File: src/rtl/regfile_2r1w_sb.sv
// 2-read/1-write register file with write-first bypass and a per-register
// pending-write scoreboard for the decode/writeback path.
module regfile_2r1w_sb #(
    parameter int DATA_W   = 32,
    parameter int ADDR_W   = 5,
    parameter bit ZERO_REG = 1'b1
) (
    input  logic              clock,
    input  logic              reset,
    input  logic              rd_en,
    input  logic [ADDR_W-1:0] rd_addr_a,
    input  logic [ADDR_W-1:0] rd_addr_b,
    output logic [DATA_W-1:0] rd_data_a,
    output logic [DATA_W-1:0] rd_data_b,
    output logic              rd_busy_a,
    output logic              rd_busy_b,
    output logic              rd_valid,
    input  logic              wr_en,
    input  logic [ADDR_W-1:0] wr_addr,
    input  logic [DATA_W-1:0] wr_data,
    input  logic              claim_en,
    input  logic [ADDR_W-1:0] claim_addr,
    output logic [ADDR_W:0]   pend_count
);

    localparam int DEPTH = 1 << ADDR_W;

    logic [DATA_W-1:0] mem_r [DEPTH];
    logic [DEPTH-1:0]  pending_r;
    logic [DEPTH-1:0]  pending_nxt_s;
    logic [ADDR_W:0]   pend_count_nxt_s;
    logic              wr_ok_s;
    logic              claim_ok_s;
    logic              claim_set_s;
    logic              wr_clear_s;
    logic              zero_a_s;
    logic              zero_b_s;
    logic              bypass_a_s;
    logic              bypass_b_s;

    // Qualify write/claim, compute next pending vector and count delta.
    always_comb begin
        wr_ok_s    = wr_en && !(ZERO_REG && (wr_addr == {ADDR_W{1'b0}}));
        claim_ok_s = claim_en && !(ZERO_REG && (claim_addr == {ADDR_W{1'b0}}));
        zero_a_s   = ZERO_REG && (rd_addr_a == {ADDR_W{1'b0}});
        zero_b_s   = ZERO_REG && (rd_addr_b == {ADDR_W{1'b0}});
        bypass_a_s = wr_ok_s && (wr_addr == rd_addr_a);
        bypass_b_s = wr_ok_s && (wr_addr == rd_addr_b);

        // A claim landing with a write to the same register keeps it pending.
        pending_nxt_s = pending_r;
        for (int i = 0; i < DEPTH; i++) begin
            pending_nxt_s[i] = (claim_ok_s && (claim_addr == ADDR_W'(i))) ? 1'b1 :
                               (wr_ok_s && (wr_addr == ADDR_W'(i)))       ? 1'b0 :
                               pending_r[i];
        end

        claim_set_s = claim_ok_s && !pending_r[claim_addr];
        wr_clear_s  = wr_ok_s && pending_r[wr_addr] &&
                      !(claim_ok_s && (claim_addr == wr_addr));

        case ({claim_set_s, wr_clear_s})
            2'b10:   pend_count_nxt_s = pend_count + {{ADDR_W{1'b0}}, 1'b1};
            2'b01:   pend_count_nxt_s = pend_count - {{ADDR_W{1'b0}}, 1'b1};
            default: pend_count_nxt_s = pend_count;
        endcase
    end

    // Register storage.
    always_ff @(posedge clock or posedge reset) begin
        if (reset) begin
            for (int i = 0; i < DEPTH; i++) begin
                mem_r[i] <= {DATA_W{1'b0}};
            end
        end else if (wr_ok_s) begin
            mem_r[wr_addr] <= wr_data;
        end
    end

    // Scoreboard state and pending count.
    always_ff @(posedge clock or posedge reset) begin
        if (reset) begin
            pending_r  <= {DEPTH{1'b0}};
            pend_count <= {(ADDR_W+1){1'b0}};
        end else begin
            pending_r  <= pending_nxt_s;
            pend_count <= pend_count_nxt_s;
        end
    end

    // Registered read ports; data and busy hold when no read is requested.
    always_ff @(posedge clock or posedge reset) begin
        if (reset) begin
            rd_data_a <= {DATA_W{1'b0}};
            rd_data_b <= {DATA_W{1'b0}};
            rd_busy_a <= 1'b0;
            rd_busy_b <= 1'b0;
            rd_valid  <= 1'b0;
        end else begin
            rd_valid <= rd_en;
            if (rd_en) begin
                rd_data_a <= zero_a_s   ? {DATA_W{1'b0}} :
                             bypass_a_s ? wr_data : mem_r[rd_addr_a];
                rd_data_b <= zero_b_s   ? {DATA_W{1'b0}} :
                             bypass_b_s ? wr_data : mem_r[rd_addr_b];
                rd_busy_a <= !zero_a_s && pending_nxt_s[rd_addr_a];
                rd_busy_b <= !zero_b_s && pending_nxt_s[rd_addr_b];
            end
        end
    end

endmodule

File: config.mk
export PLATFORM = sky130hd
export DESIGN_NAME = regfile_2r1w_sb
export DESIGN_NICKNAME = d
export VERILOG_FILES = /design/src/rtl/regfile_2r1w_sb.sv
export SDC_FILE = /design/constraint.sdc
export NUM_CORES = 2
export LEC_CHECK = 0
export BUFFER_PORTS_ARGS = -buffer_cell sky130_fd_sc_hd__clkbuf_2
export CAP_MARGIN = 20
export CORE_MARGIN = 3
export CORE_UTILIZATION = 35
export CTS_BUF_LIST = sky130_fd_sc_hd__clkbuf_8
export DETAILED_ROUTE_END_ITERATION = 10
export GPL_ROUTABILITY_DRIVEN = 0
export HOLD_SLACK_MARGIN = 0.1
export PLACE_DENSITY = 0.54
export SETUP_SLACK_MARGIN = 0.1
export SYNTH_ARGS = -nofsm -noshare
export SYNTH_HDL_FRONTEND = slang
export SYNTH_SLANG_ARGS = --single-unit
File: constraint.sdc
create_clock -name clock -period 93.1 [get_ports clock]
set_input_delay 4.655 -clock clock [delete_from_list [all_inputs] [get_ports clock]]
set_output_delay 4.655 -clock clock [all_outputs]
set_load 0.1 [all_outputs]
==> flow_summary_export.csv <==
group,metric,value,unit
yosys,seq_area_frac_synth,0.464,
min_path,hold_class,"reg -> reg",
routing,wl,210000,um
cells_and_area,area_growth_syn_to_layout,10.5,%
sta,rsz0062_at_grt,"false",
die,die_w,423,um
die,initial_core_util,0.354,
cells_and_area,nFillCells,16300,
routing,avgViaCountPerCell,5.95,
setup_path,cp_cell_sequence,"buf_8, buf_4, buf_12, buf_12, mux4_2, mux4_2, and2_1, a211oi_1, o32ai_1",
cts,cts_tree,"done",
pwr,combPwrFrac,0.239,
cells_and_area,layout_commonest_cell,"dfrtp_1",
setup_path,slowest_delay,0.66,ns
die,dieArea,179000,um2
setup_path,required,93.87,ns
setup_path,crit_path_end_kind,"flip-flop",
setup_path,startpoint_type,"input port",
setup_path,critPathKind,"in -> reg",
yosys,synthCells,4386,
routing,drc,0,
cells_and_area,drive_gt1_frac,0.455,
yosys,yosys_warnings,0,
cts,root_buffer,"clkbuf_8",
cts,worstSkewPairLatency,0.92,ns
cts,postCtsSetupRepairBufs,0,
cells_and_area,fin_nets,4386,
cts,clockBufferDepth,3,
die,core,172000,um2
routing,ant_nets,0,
yosys,ys_ff_latch,1129,
sta,fin_crit_sh,0.0872,
global_route,grt_pass1_vias,41300,
sta,timing.fmax,123,MHz
pwr,ir_drop,19.2,uV
die,io-pin-count,130,
yosys,synth_edf_count,0,
yosys,synth.lib_cells_used.distinct,71,
pwr,p_seq_frac,0.448,
sta,hold_viol,0,
yosys,synthFlopType,"dfrtp_1",
yosys,synth_area,60900,um2
outcome,status,"complete, no violations",
pwr,leakage,29.1,nW
global_route,grt_pass1_wl,305000,um
global_route,grt.overflow.total,0,
pwr,power_density,21.8,nW/um2
global_route,antenna_found_initial,13,
sta,worstMarginPinSlew,1.14,ns
cells_and_area,fin_util,0.391,
routing,wl_per_cell,31.0,um
cts,postCtsResizedCells,0,
setup_path,crit_path_max_fanout,94,
yosys,syn_nets,4449,
sta,min_period,8.12,ns
global_route,track_usage,0.233,
pwr,switching_share,0.315,
sta,final_max_slew_viol_count,0,
sta,setup_viol,0,
sta,relSlewSlack,0.240,
pwr,intPower,1.00,mW
yosys,synthArstFlopShare,1.00,
global_route,grt_max_degree,178,
routing,drt_pass1_iterations,9,
routing,vias,40300,
die,die_h,423,um
sta,tns,0,ns
pwr,p_sw,461,uW
yosys,avgSynthCellArea,13.9,um2
setup_path,critPathSlowestCell,"buf_12",
die,num_rows,152,
routing,first_iter_violations,3520,
cts,cts.reportedPaths.clkPinSlew,0.07,ns
cts,cts_made_buffers,193,
cts,cts_hold_buf,0,
flow_run,max_cap_viol_count,0,
placed_design,dp.final_hpwl,115000,um
cts,h-tree-depth,4,
cts,clock_sinks,1129,
sta,fin_skew,0.0197,ns
cells_and_area,layout_common_cells,"dfrtp_1, mux2_2, mux4_2",
pwr,clkPwrFrac,0.312,
setup_path,arrival,8.89,ns
placed_design,port_buffers,129,
## cell families after synthesis
logic type	share of synthesized area
xor gates and xnor gates	0.00288
adders and majority gates	0.00136
DFF	0.464
AOI/OAI and AO/OA	0.0620
buffers and inverters	0.0398
muxes	0.395
and+or+nand+nor	0.0347
## cells in the mapped netlist, types with 56 or more instances
master    count  share of area
mux4_2      470           0.17
mux2_2     1004           0.19
a221oi_1     56         0.0081
inv_1        68         0.0042
buf_2        60         0.0049
and2_1       57         0.0059
a211oi_1     57         0.0070
a21oi_1      80         0.0066
o21ai_1      83         0.0068
dfrtp_1    1129           0.46
mux2i_1     207          0.034
nand2_1     173          0.011
nor2_1      143         0.0088
o32ai_1      58         0.0083
clkbuf_1    317          0.020
a22oi_1      67         0.0083
## per-stage QoR
step | hold slack [ns] | power [mW] | cells | worst slack (ns) | instance area [um2]
2_1_floorplan | 0.449 | 0.924 | 4386 | 56.65 | 60900
3_3_place_gp | 0.384 | 1.01 | 6436 | 83.56 | 63400
3_5_place_dp | 0.388 | 1.01 | 6436 | 83.52 | 63400
4_1_cts | 0.403 | 1.47 | 6768 | 84.56 | 67200
5_1_grt | 0.413 | 1.53 | 6778 | 84.75 | 67300
6_report | 0.399 | 1.46 | 6779 | 84.98 | 67300
## power by group through the flow
stage	registers, mW	logic (mW)	clock network [mW]
final	0.657	0.351	0.457
after global routing	0.669	0.374	0.489
after CTS	0.656	0.351	0.467
after detailed placement	0.664	0.350	0
after global placement	0.660	0.345	0
after floorplan	0.688	0.236	0
## sequential cells by signal, indices dropped and copies added (netlist names)
name and cells:
rd_busy_a 1, rd_busy_b 1, mem_r 1024, rd_data_a 32
pend_count 6, rd_valid 1, pending_r 32, rd_data_b 32
## final timing paths
check / from / cells after the start / endpoint / slack, ns
min in group asynchronous: reset / 2 / mem_r[76] / 3.85
worst min-delay path: mem_r[994] / 0 / mem_r[994] / 0.40
worst max-delay path: rd_addr_a[0] / 9 / rd_data_a[30] / 84.98
worst min register to register: mem_r[994] / 0 / mem_r[994] / 0.40
max in group asynchronous: reset / 6 / pending_r[10] / 85.53
worst max register to register: pending_r[26] / 13 / pend_count[5] / 89.72
## per-layer routing
metal  up-vias  routed length, um  global-route usage
li1      16600                  -                   -
met1     21800              88500               0.306
met2      1499             100000               0.378
met3       406              12700              0.0466
met4         0               8770              0.0918
met5         -                  0                   0
## final cells by class
cell class / instances / area, um2 / area share
diodes: 9 / 22.5 / 0.000335
clock buffers: 245 / 3370 / 0.0501
inverters: 68 / 267 / 0.00396
multi-input cells: 2710 / 30500 / 0.453
clock inverters: 87 / 468 / 0.00695
repair buffers: 221 / 1520 / 0.0226
well taps: 2310 / 2890 / 0.0430
flip-flops and latches: 1129 / 28300 / 0.420
## worst max-delay path, delay by kind of cell
family / cells / cell delay, ns
buffers and inverters: 4 / 2.40
multiplexers: 2 / 1.06
AO/OA/AOI/OAI: 2 / 0.34
AND/OR/NAND/NOR: 1 / 0.17
Note: power is estimated with default switching activity, not from simulation.
